### config.mk
export PLATFORM = sky130hd
export DESIGN_NAME = axi_mem_arbiter
export DESIGN_NICKNAME = d
export VERILOG_FILES = /design/src/rtl/axi_mem_arbiter.sv
export SDC_FILE = /design/constraint.sdc
export NUM_CORES = 1
export LEC_CHECK = 0
export CORE_AREA = 5 5 334 336
export CTS_CLUSTER_DIAMETER = 150
export CTS_CLUSTER_SIZE = 24
export DETAILED_ROUTE_END_ITERATION = 12
export DIE_AREA = 0 0 339 341
export GPL_ROUTABILITY_DRIVEN = 0
export PLACE_DENSITY = 0.42
export SYNTH_ARGS = -nofsm -noshare
export SYNTH_HDL_FRONTEND = slang
export SYNTH_SLANG_ARGS = --single-unit
### constraint.sdc
create_clock -name clock -period 2.4 [get_ports clock]
set_input_delay 0.6 -clock clock [delete_from_list [all_inputs] [get_ports clock]]
set_output_delay 0.6 -clock clock [all_outputs]
set_load 0.01 [all_outputs]
### src/rtl/axi_mem_arbiter.sv
// axi_mem_arbiter: shares one AXI4 slave port (S_AXI to the DDR controller)
// between two AXI4 masters (m0 = Rocket io_mem_axi, m1 = loader/DMA).
// AW and AR are arbitrated independently, one burst per grant. The outgoing
// ID is {grant_idx, master_id}; B and R are routed back on that top ID bit.
// Outstanding bursts per direction are capped at MAXOUT.
//
// Ports:
//   clock, reset_n      host_clk, synchronous active-low reset
//   m0_axi_*, m1_axi_*  slave-side AXI4 ports (AW, W, B, AR, R)
//   s_axi_*             master-side AXI4 port, ID width IDW+1
//   busy                any burst outstanding or any channel FSM not idle
//
// Build option: MEM_ARB_FIXED_PRIO_EN -- when defined, m0 always wins
// simultaneous requests and the round-robin state is removed.
module axi_mem_arbiter #(
  parameter int IDW    = 6,
  parameter int AW     = 32,
  parameter int DW     = 64,
  parameter int MAXOUT = 8
) (
  input  logic clock,
  input  logic reset_n,
  // master 0
  input  logic m0_axi_awvalid, output logic m0_axi_awready, input logic [AW-1:0] m0_axi_awaddr,
  input  logic [IDW-1:0] m0_axi_awid, input logic [7:0] m0_axi_awlen, input logic [2:0] m0_axi_awsize,
  input  logic [1:0] m0_axi_awburst, input logic m0_axi_awlock, input logic [3:0] m0_axi_awcache,
  input  logic [2:0] m0_axi_awprot, input logic [3:0] m0_axi_awqos,
  input  logic m0_axi_wvalid, output logic m0_axi_wready, input logic [DW-1:0] m0_axi_wdata,
  input  logic [DW/8-1:0] m0_axi_wstrb, input logic m0_axi_wlast,
  output logic m0_axi_bvalid, input logic m0_axi_bready, output logic [IDW-1:0] m0_axi_bid,
  output logic [1:0] m0_axi_bresp,
  input  logic m0_axi_arvalid, output logic m0_axi_arready, input logic [AW-1:0] m0_axi_araddr,
  input  logic [IDW-1:0] m0_axi_arid, input logic [7:0] m0_axi_arlen, input logic [2:0] m0_axi_arsize,
  input  logic [1:0] m0_axi_arburst, input logic m0_axi_arlock, input logic [3:0] m0_axi_arcache,
  input  logic [2:0] m0_axi_arprot, input logic [3:0] m0_axi_arqos,
  output logic m0_axi_rvalid, input logic m0_axi_rready, output logic [IDW-1:0] m0_axi_rid,
  output logic [DW-1:0] m0_axi_rdata, output logic [1:0] m0_axi_rresp, output logic m0_axi_rlast,
  // master 1
  input  logic m1_axi_awvalid, output logic m1_axi_awready, input logic [AW-1:0] m1_axi_awaddr,
  input  logic [IDW-1:0] m1_axi_awid, input logic [7:0] m1_axi_awlen, input logic [2:0] m1_axi_awsize,
  input  logic [1:0] m1_axi_awburst, input logic m1_axi_awlock, input logic [3:0] m1_axi_awcache,
  input  logic [2:0] m1_axi_awprot, input logic [3:0] m1_axi_awqos,
  input  logic m1_axi_wvalid, output logic m1_axi_wready, input logic [DW-1:0] m1_axi_wdata,
  input  logic [DW/8-1:0] m1_axi_wstrb, input logic m1_axi_wlast,
  output logic m1_axi_bvalid, input logic m1_axi_bready, output logic [IDW-1:0] m1_axi_bid,
  output logic [1:0] m1_axi_bresp,
  input  logic m1_axi_arvalid, output logic m1_axi_arready, input logic [AW-1:0] m1_axi_araddr,
  input  logic [IDW-1:0] m1_axi_arid, input logic [7:0] m1_axi_arlen, input logic [2:0] m1_axi_arsize,
  input  logic [1:0] m1_axi_arburst, input logic m1_axi_arlock, input logic [3:0] m1_axi_arcache,
  input  logic [2:0] m1_axi_arprot, input logic [3:0] m1_axi_arqos,
  output logic m1_axi_rvalid, input logic m1_axi_rready, output logic [IDW-1:0] m1_axi_rid,
  output logic [DW-1:0] m1_axi_rdata, output logic [1:0] m1_axi_rresp, output logic m1_axi_rlast,
  // shared slave
  output logic s_axi_awvalid, input logic s_axi_awready, output logic [AW-1:0] s_axi_awaddr,
  output logic [IDW:0] s_axi_awid, output logic [7:0] s_axi_awlen, output logic [2:0] s_axi_awsize,
  output logic [1:0] s_axi_awburst, output logic s_axi_awlock, output logic [3:0] s_axi_awcache,
  output logic [2:0] s_axi_awprot, output logic [3:0] s_axi_awqos,
  output logic s_axi_wvalid, input logic s_axi_wready, output logic [DW-1:0] s_axi_wdata,
  output logic [DW/8-1:0] s_axi_wstrb, output logic s_axi_wlast,
  input  logic s_axi_bvalid, output logic s_axi_bready, input logic [IDW:0] s_axi_bid,
  input  logic [1:0] s_axi_bresp,
  output logic s_axi_arvalid, input logic s_axi_arready, output logic [AW-1:0] s_axi_araddr,
  output logic [IDW:0] s_axi_arid, output logic [7:0] s_axi_arlen, output logic [2:0] s_axi_arsize,
  output logic [1:0] s_axi_arburst, output logic s_axi_arlock, output logic [3:0] s_axi_arcache,
  output logic [2:0] s_axi_arprot, output logic [3:0] s_axi_arqos,
  input  logic s_axi_rvalid, output logic s_axi_rready, input logic [IDW:0] s_axi_rid,
  input  logic [DW-1:0] s_axi_rdata, input logic [1:0] s_axi_rresp, input logic s_axi_rlast,
  output logic busy
);

  localparam int CW  = $clog2(MAXOUT + 1);
  localparam int ABW = AW + IDW + 8 + 3 + 2 + 1 + 4 + 3 + 4;
  localparam logic [CW-1:0] CNT_MAX = CW'(MAXOUT);

  typedef enum logic [1:0] {W_IDLE, W_ADDR, W_DATA} w_state_t;
  typedef enum logic       {R_IDLE, R_ADDR} r_state_t;

  w_state_t w_state, w_state_nx;
  r_state_t r_state, r_state_nx;

  logic [ABW-1:0] m0_aw_bus, m1_aw_bus, aw_q, m0_ar_bus, m1_ar_bus, ar_q;
  logic [IDW-1:0] aw_id_q, ar_id_q;
  logic           w_gnt, r_gnt, w_win, r_win, w_take, r_take;
  logic [CW-1:0]  w_cnt, r_cnt;
  logic           w_inc, w_dec_ok, r_inc, r_dec_ok;

  assign m0_aw_bus = {m0_axi_awaddr, m0_axi_awid, m0_axi_awlen, m0_axi_awsize, m0_axi_awburst,
                      m0_axi_awlock, m0_axi_awcache, m0_axi_awprot, m0_axi_awqos};
  assign m1_aw_bus = {m1_axi_awaddr, m1_axi_awid, m1_axi_awlen, m1_axi_awsize, m1_axi_awburst,
                      m1_axi_awlock, m1_axi_awcache, m1_axi_awprot, m1_axi_awqos};
  assign m0_ar_bus = {m0_axi_araddr, m0_axi_arid, m0_axi_arlen, m0_axi_arsize, m0_axi_arburst,
                      m0_axi_arlock, m0_axi_arcache, m0_axi_arprot, m0_axi_arqos};
  assign m1_ar_bus = {m1_axi_araddr, m1_axi_arid, m1_axi_arlen, m1_axi_arsize, m1_axi_arburst,
                      m1_axi_arlock, m1_axi_arcache, m1_axi_arprot, m1_axi_arqos};

  assign {s_axi_awaddr, aw_id_q, s_axi_awlen, s_axi_awsize, s_axi_awburst,
          s_axi_awlock, s_axi_awcache, s_axi_awprot, s_axi_awqos} = aw_q;
  assign {s_axi_araddr, ar_id_q, s_axi_arlen, s_axi_arsize, s_axi_arburst,
          s_axi_arlock, s_axi_arcache, s_axi_arprot, s_axi_arqos} = ar_q;
  assign s_axi_awid = {w_gnt, aw_id_q};
  assign s_axi_arid = {r_gnt, ar_id_q};

  // Winner index (1 = m1); only meaningful when at least one master requests.
`ifdef MEM_ARB_FIXED_PRIO_EN
  assign w_win = ~m0_axi_awvalid;
  assign r_win = ~m0_axi_arvalid;
`else
  logic w_last, r_last;
  assign w_win = (m0_axi_awvalid & m1_axi_awvalid) ? ~w_last : m1_axi_awvalid;
  assign r_win = (m0_axi_arvalid & m1_axi_arvalid) ? ~r_last : m1_axi_arvalid;
`endif

  assign w_take = (w_state == W_IDLE) & (m0_axi_awvalid | m1_axi_awvalid) & (w_cnt != CNT_MAX);
  assign r_take = (r_state == R_IDLE) & (m0_axi_arvalid | m1_axi_arvalid) & (r_cnt != CNT_MAX);

  // A decrement at zero is a slave protocol error and is dropped, so it must
  // not cancel a same-cycle increment either.
  assign w_inc    = s_axi_awvalid & s_axi_awready;
  assign w_dec_ok = s_axi_bvalid & s_axi_bready & (w_cnt != '0);
  assign r_inc    = s_axi_arvalid & s_axi_arready;
  assign r_dec_ok = s_axi_rvalid & s_axi_rready & s_axi_rlast & (r_cnt != '0);

  always_ff @(posedge clock) begin
    if (!reset_n) begin
      w_state <= W_IDLE;
      r_state <= R_IDLE;
    end else begin
      w_state <= w_state_nx;
      r_state <= r_state_nx;
    end
  end

  always_comb begin
    w_state_nx = w_state;
    case (w_state)
      W_IDLE:  if (w_take) w_state_nx = W_ADDR;
      W_ADDR:  if (s_axi_awready) w_state_nx = W_DATA;
      W_DATA:  if (s_axi_wvalid & s_axi_wready & s_axi_wlast) w_state_nx = W_IDLE;
      default: w_state_nx = W_IDLE;
    endcase
    r_state_nx = r_state;
    if (r_state == R_IDLE) begin
      if (r_take) r_state_nx = R_ADDR;
    end else if (s_axi_arready) begin
      r_state_nx = R_IDLE;
    end
  end

  always_comb begin
    m0_axi_awready = w_take & ~w_win;
    m1_axi_awready = w_take & w_win;
    m0_axi_arready = r_take & ~r_win;
    m1_axi_arready = r_take & r_win;
    s_axi_awvalid  = (w_state == W_ADDR);
    s_axi_arvalid  = (r_state == R_ADDR);
    s_axi_wvalid   = 1'b0;
    s_axi_wdata    = '0;
    s_axi_wstrb    = '0;
    s_axi_wlast    = 1'b0;
    m0_axi_wready  = 1'b0;
    m1_axi_wready  = 1'b0;
    if (w_state == W_DATA) begin
      if (w_gnt) begin
        s_axi_wvalid  = m1_axi_wvalid;
        s_axi_wdata   = m1_axi_wdata;
        s_axi_wstrb   = m1_axi_wstrb;
        s_axi_wlast   = m1_axi_wlast;
        m1_axi_wready = s_axi_wready;
      end else begin
        s_axi_wvalid  = m0_axi_wvalid;
        s_axi_wdata   = m0_axi_wdata;
        s_axi_wstrb   = m0_axi_wstrb;
        s_axi_wlast   = m0_axi_wlast;
        m0_axi_wready = s_axi_wready;
      end
    end
  end

  always_ff @(posedge clock) begin
    if (!reset_n) begin
      aw_q  <= '0;
      ar_q  <= '0;
      w_gnt <= 1'b0;
      r_gnt <= 1'b0;
      w_cnt <= '0;
      r_cnt <= '0;
`ifndef MEM_ARB_FIXED_PRIO_EN
      w_last <= 1'b1;
      r_last <= 1'b1;
`endif
    end else begin
      if (w_take) begin
        aw_q  <= w_win ? m1_aw_bus : m0_aw_bus;
        w_gnt <= w_win;
`ifndef MEM_ARB_FIXED_PRIO_EN
        w_last <= w_win;
`endif
      end
      if (r_take) begin
        ar_q  <= r_win ? m1_ar_bus : m0_ar_bus;
        r_gnt <= r_win;
`ifndef MEM_ARB_FIXED_PRIO_EN
        r_last <= r_win;
`endif
      end
      if (w_inc & ~w_dec_ok & (w_cnt != CNT_MAX)) w_cnt <= w_cnt + CW'(1);
      else if (~w_inc & w_dec_ok)                 w_cnt <= w_cnt - CW'(1);
      if (r_inc & ~r_dec_ok & (r_cnt != CNT_MAX)) r_cnt <= r_cnt + CW'(1);
      else if (~r_inc & r_dec_ok)                 r_cnt <= r_cnt - CW'(1);
    end
  end

  // B and R are routed on the grant tag in the top ID bit.
  assign m0_axi_bvalid = s_axi_bvalid & ~s_axi_bid[IDW];
  assign m1_axi_bvalid = s_axi_bvalid &  s_axi_bid[IDW];
  assign m0_axi_bid    = s_axi_bid[IDW-1:0];
  assign m1_axi_bid    = s_axi_bid[IDW-1:0];
  assign m0_axi_bresp  = s_axi_bresp;
  assign m1_axi_bresp  = s_axi_bresp;
  assign s_axi_bready  = s_axi_bid[IDW] ? m1_axi_bready : m0_axi_bready;

  assign m0_axi_rvalid = s_axi_rvalid & ~s_axi_rid[IDW];
  assign m1_axi_rvalid = s_axi_rvalid &  s_axi_rid[IDW];
  assign m0_axi_rid    = s_axi_rid[IDW-1:0];
  assign m1_axi_rid    = s_axi_rid[IDW-1:0];
  assign m0_axi_rdata  = s_axi_rdata;
  assign m1_axi_rdata  = s_axi_rdata;
  assign m0_axi_rresp  = s_axi_rresp;
  assign m1_axi_rresp  = s_axi_rresp;
  assign m0_axi_rlast  = s_axi_rlast;
  assign m1_axi_rlast  = s_axi_rlast;
  assign s_axi_rready  = s_axi_rid[IDW] ? m1_axi_rready : m0_axi_rready;

  assign busy = (w_cnt != '0) | (r_cnt != '0) | (w_state != W_IDLE) | (r_state != R_IDLE);

endmodule

==> results.md <==
- FF+latch count, synth: 141
- Final hold vios: 0
- DP Cell Count: 2991
- Drt first pass iters: 4
- Yosys warnings: 0
- Sequential area share after synthesis: 0.306
- IO Port Bufs: 636
- Pwr Total: 11.9 mW
- Max-cap violation count: 0
- # IOs: 877
- Asr flop ratio synth: 0
- Fin cells: 3060
- Most frequent cells in the layout: 534 x clkdlybuf4s50_1, 134 x dfxtp_1, 130 x and2_1
- CTS tree: built
- Post-Syn Area: 9210 µm²
- Worst-path clk slew: 0.11 ns
- Nets: 2136
- Vias in the first global route: 10700
- Final period util: 1.10
- Largest net degree at the start of global routing: 70
- Worst path required time: 1.80 ns
- Largest cells by area after synthesis: dfxtp_1 31%, buf_4 13%, o2bb2ai_1 12%
- Status: complete, but fails checks
- Die W: 339 µm
- Sink Count: 141
- Post-synth EDFFs: 0
- Slew Limit Fails: 0
- Hold Path Class: reg -> reg
- Initial core utilization: 0.0851
- RSZ-0062 raised after global routing: yes
- CP max FO: 5
- Final setup vio count: 66
- TNS Setup: -7.96 ns
- Leak: 6.83 nW
- Synth cell types: 53
- Hold Buf Count CTS: 0
- Post-route antenna net violation count: 0
- Syn avg cell area: 8.68 µm²
- Mapped Cells: 1062
- Syn nets: 1566
- VDD IR max: 0.440 mV
- Core ar.: 108000 µm²
- DP Worst Slack: -0.652 ns
- Final Core Density: 0.175
- Setup WS post-layout: -0.249 ns
- Crit path kind: reg -> out
- Share of cells above drive strength 1: 0.240
- Die Y: 341 µm
- Share of the synthesized area in the top cell type: 0.306
- DRT iter0 DRCs: 297
- Remaining global-route overflow: 0
- Drt via density: 3.32
- Crit path time final: 2.65 ns
- CTS buffer count: 17
- Post-synth top flop: dfxtp_1
- Bufs on Longest Clock Path: 2
- First-pass GRT wire length: 89900 µm
- Vias: 10100
- Area leader, netlist: dfxtp_1
- Die area: 116000 µm²
- Wire per inst: 22.2 µm
- Pin slew with the least headroom to its limit: 0.716 ns
- PD cells: 631 nW/µm²
- Wirelength, routed: 68100 µm
- Layout area overhead: 105%
- Aggregate global-route resource usage: 0.112
- Cell Rows: 121
- # DRC: 0
- Startpoint type of the worst setup path: flip-flop
- Max Freq: 0.378 GHz
- Failing checks: negative setup slack
- Rel. slew slack: 0.522
- Crit path capture type: output pin
- Arr. time, crit path: 2.05 ns
- Clock Skews: 0.0425 ns
- Detail Placement HPWL: 56700 µm
- Commonest non-fill, non-tap cell in the layout: clkdlybuf4s50_1
- H-tree level count: 4
- Clk root buf: clkbuf_16
- Worst skew pair latency: 0.52 ns
- Antenna violations before repair: 5
worst paths after layout:
path / start / end / slack (ns) / depth (start not counted)
setup / recovery: w_gnt$_SDFFE_PN0P_ / s_axi_wdata[24] / -0.25 / 8
setup reg to reg: r_cnt[1]$_SDFFE_PN0P_ / r_cnt[3]$_SDFFE_PN0P_ / 0.10 / 10
hold / removal: w_cnt[0]$_SDFFE_PN0P_ / w_cnt[0]$_SDFFE_PN0P_ / 0.50 / 2
hold reg to reg: w_cnt[0]$_SDFFE_PN0P_ / w_cnt[0]$_SDFFE_PN0P_ / 0.50 / 2
what timing repair did:
item | in CTS | in global routing
resized for setup | 290 | 93
endpoints found under the setup margin | 96 | 85
gates cloned | 5 | 0
pin swaps | 12 | 32
setup buffers | 27 | 19
cell families (layout without fill, tap and decap cells):
group                      count (synthesis)  after routing  synth area share
AOI/OAI and AO/OA                        295            295             0.256
xor gates and xnor gates                   2              2           0.00190
adders and majority gates                  6              6           0.00978
buffers and inverters                    255            838             0.172
DFF                                      141            141             0.306
muxes                                     81             81            0.0889
other                                      0              1                 0
and+or+nand+nor                          282            282             0.165
final cells by class:
| type | instances | area [µm²] |
|---|---|---|
| Timing Repair Buffer | 805 | 8180 |
| Clock inverter | 14 | 148 |
| Multi-Input combinational cell | 666 | 5530 |
| Clock buffer | 18 | 439 |
| Fill cell | 12100 | 89300 |
| Antenna cell | 1 | 2.50 |
| Sequential cell | 141 | 2840 |
| Tap cell | 1414 | 1770 |
| Inverter | 1 | 3.75 |
metrics by stage:
step	hold WS (ns)	area, µm²
4_1_cts	0.531	18700
2_1_floorplan	0.445	9240
3_3_place_gp	0.481	17300
6_report	0.497	18900
3_5_place_dp	0.493	17300
5_1_grt	0.531	18900
worst max-delay path: stages, from the launching register on:
cell     delay (ns)
dfxtp_4        0.37
buf_12         0.14
buf_12         0.14
buf_4          0.14
buf_4          0.13
buf_6          0.10
mux2i_2        0.14
nor2_2         0.18
buf_2          0.17
power breakdown:
part / switching, mW / internal (mW) / total [mW]
Clock: 1.43 / 1.50 / 2.93
Sequential: 0.285 / 2.73 / 3.02
Combinational: 2.74 / 3.24 / 5.98
Total: 4.46 / 7.47 / 11.9
state kept, by name (all words and copies together), names as in the netlist:
| name | count |
|---|---|
| ar_q | 63 |
| aw_q | 63 |
| r_cnt | 4 |
| w_cnt | 4 |
| w_state | 2 |
| r_gnt | 1 |
| r_last | 1 |
| s_axi_arvalid | 1 |
| w_gnt | 1 |
| w_last | 1 |
Yosys cell counts, drive strengths merged (2+ instances only):
library cell  number
clkbuf            67
fa                 2
a221oi             3
nand2b             8
a21oi              7
mux2i             77
mux2               4
ha                 4
nor2              82
a211oi             4
a2bb2oi            2
o211ai             2
nor2b              4
or3                6
buf              187
a22oi            127
nand3             10
o2bb2ai          126
xor2               2
o21ai              7
and3               2
dfxtp            141
nand2             22
a21boi             6
and2             136
nor3               5
o21a               4
metal layers:
layer	track usage	vias to the layer above	wire, µm
li1	-	4820	-
met1	0.131	4698	27800
met2	0.176	539	30400
met3	0.0635	91	8380
met4	0.0342	0	1480
met5	0	-	0
No activity file was read; power rests on OpenSTA's default activity.
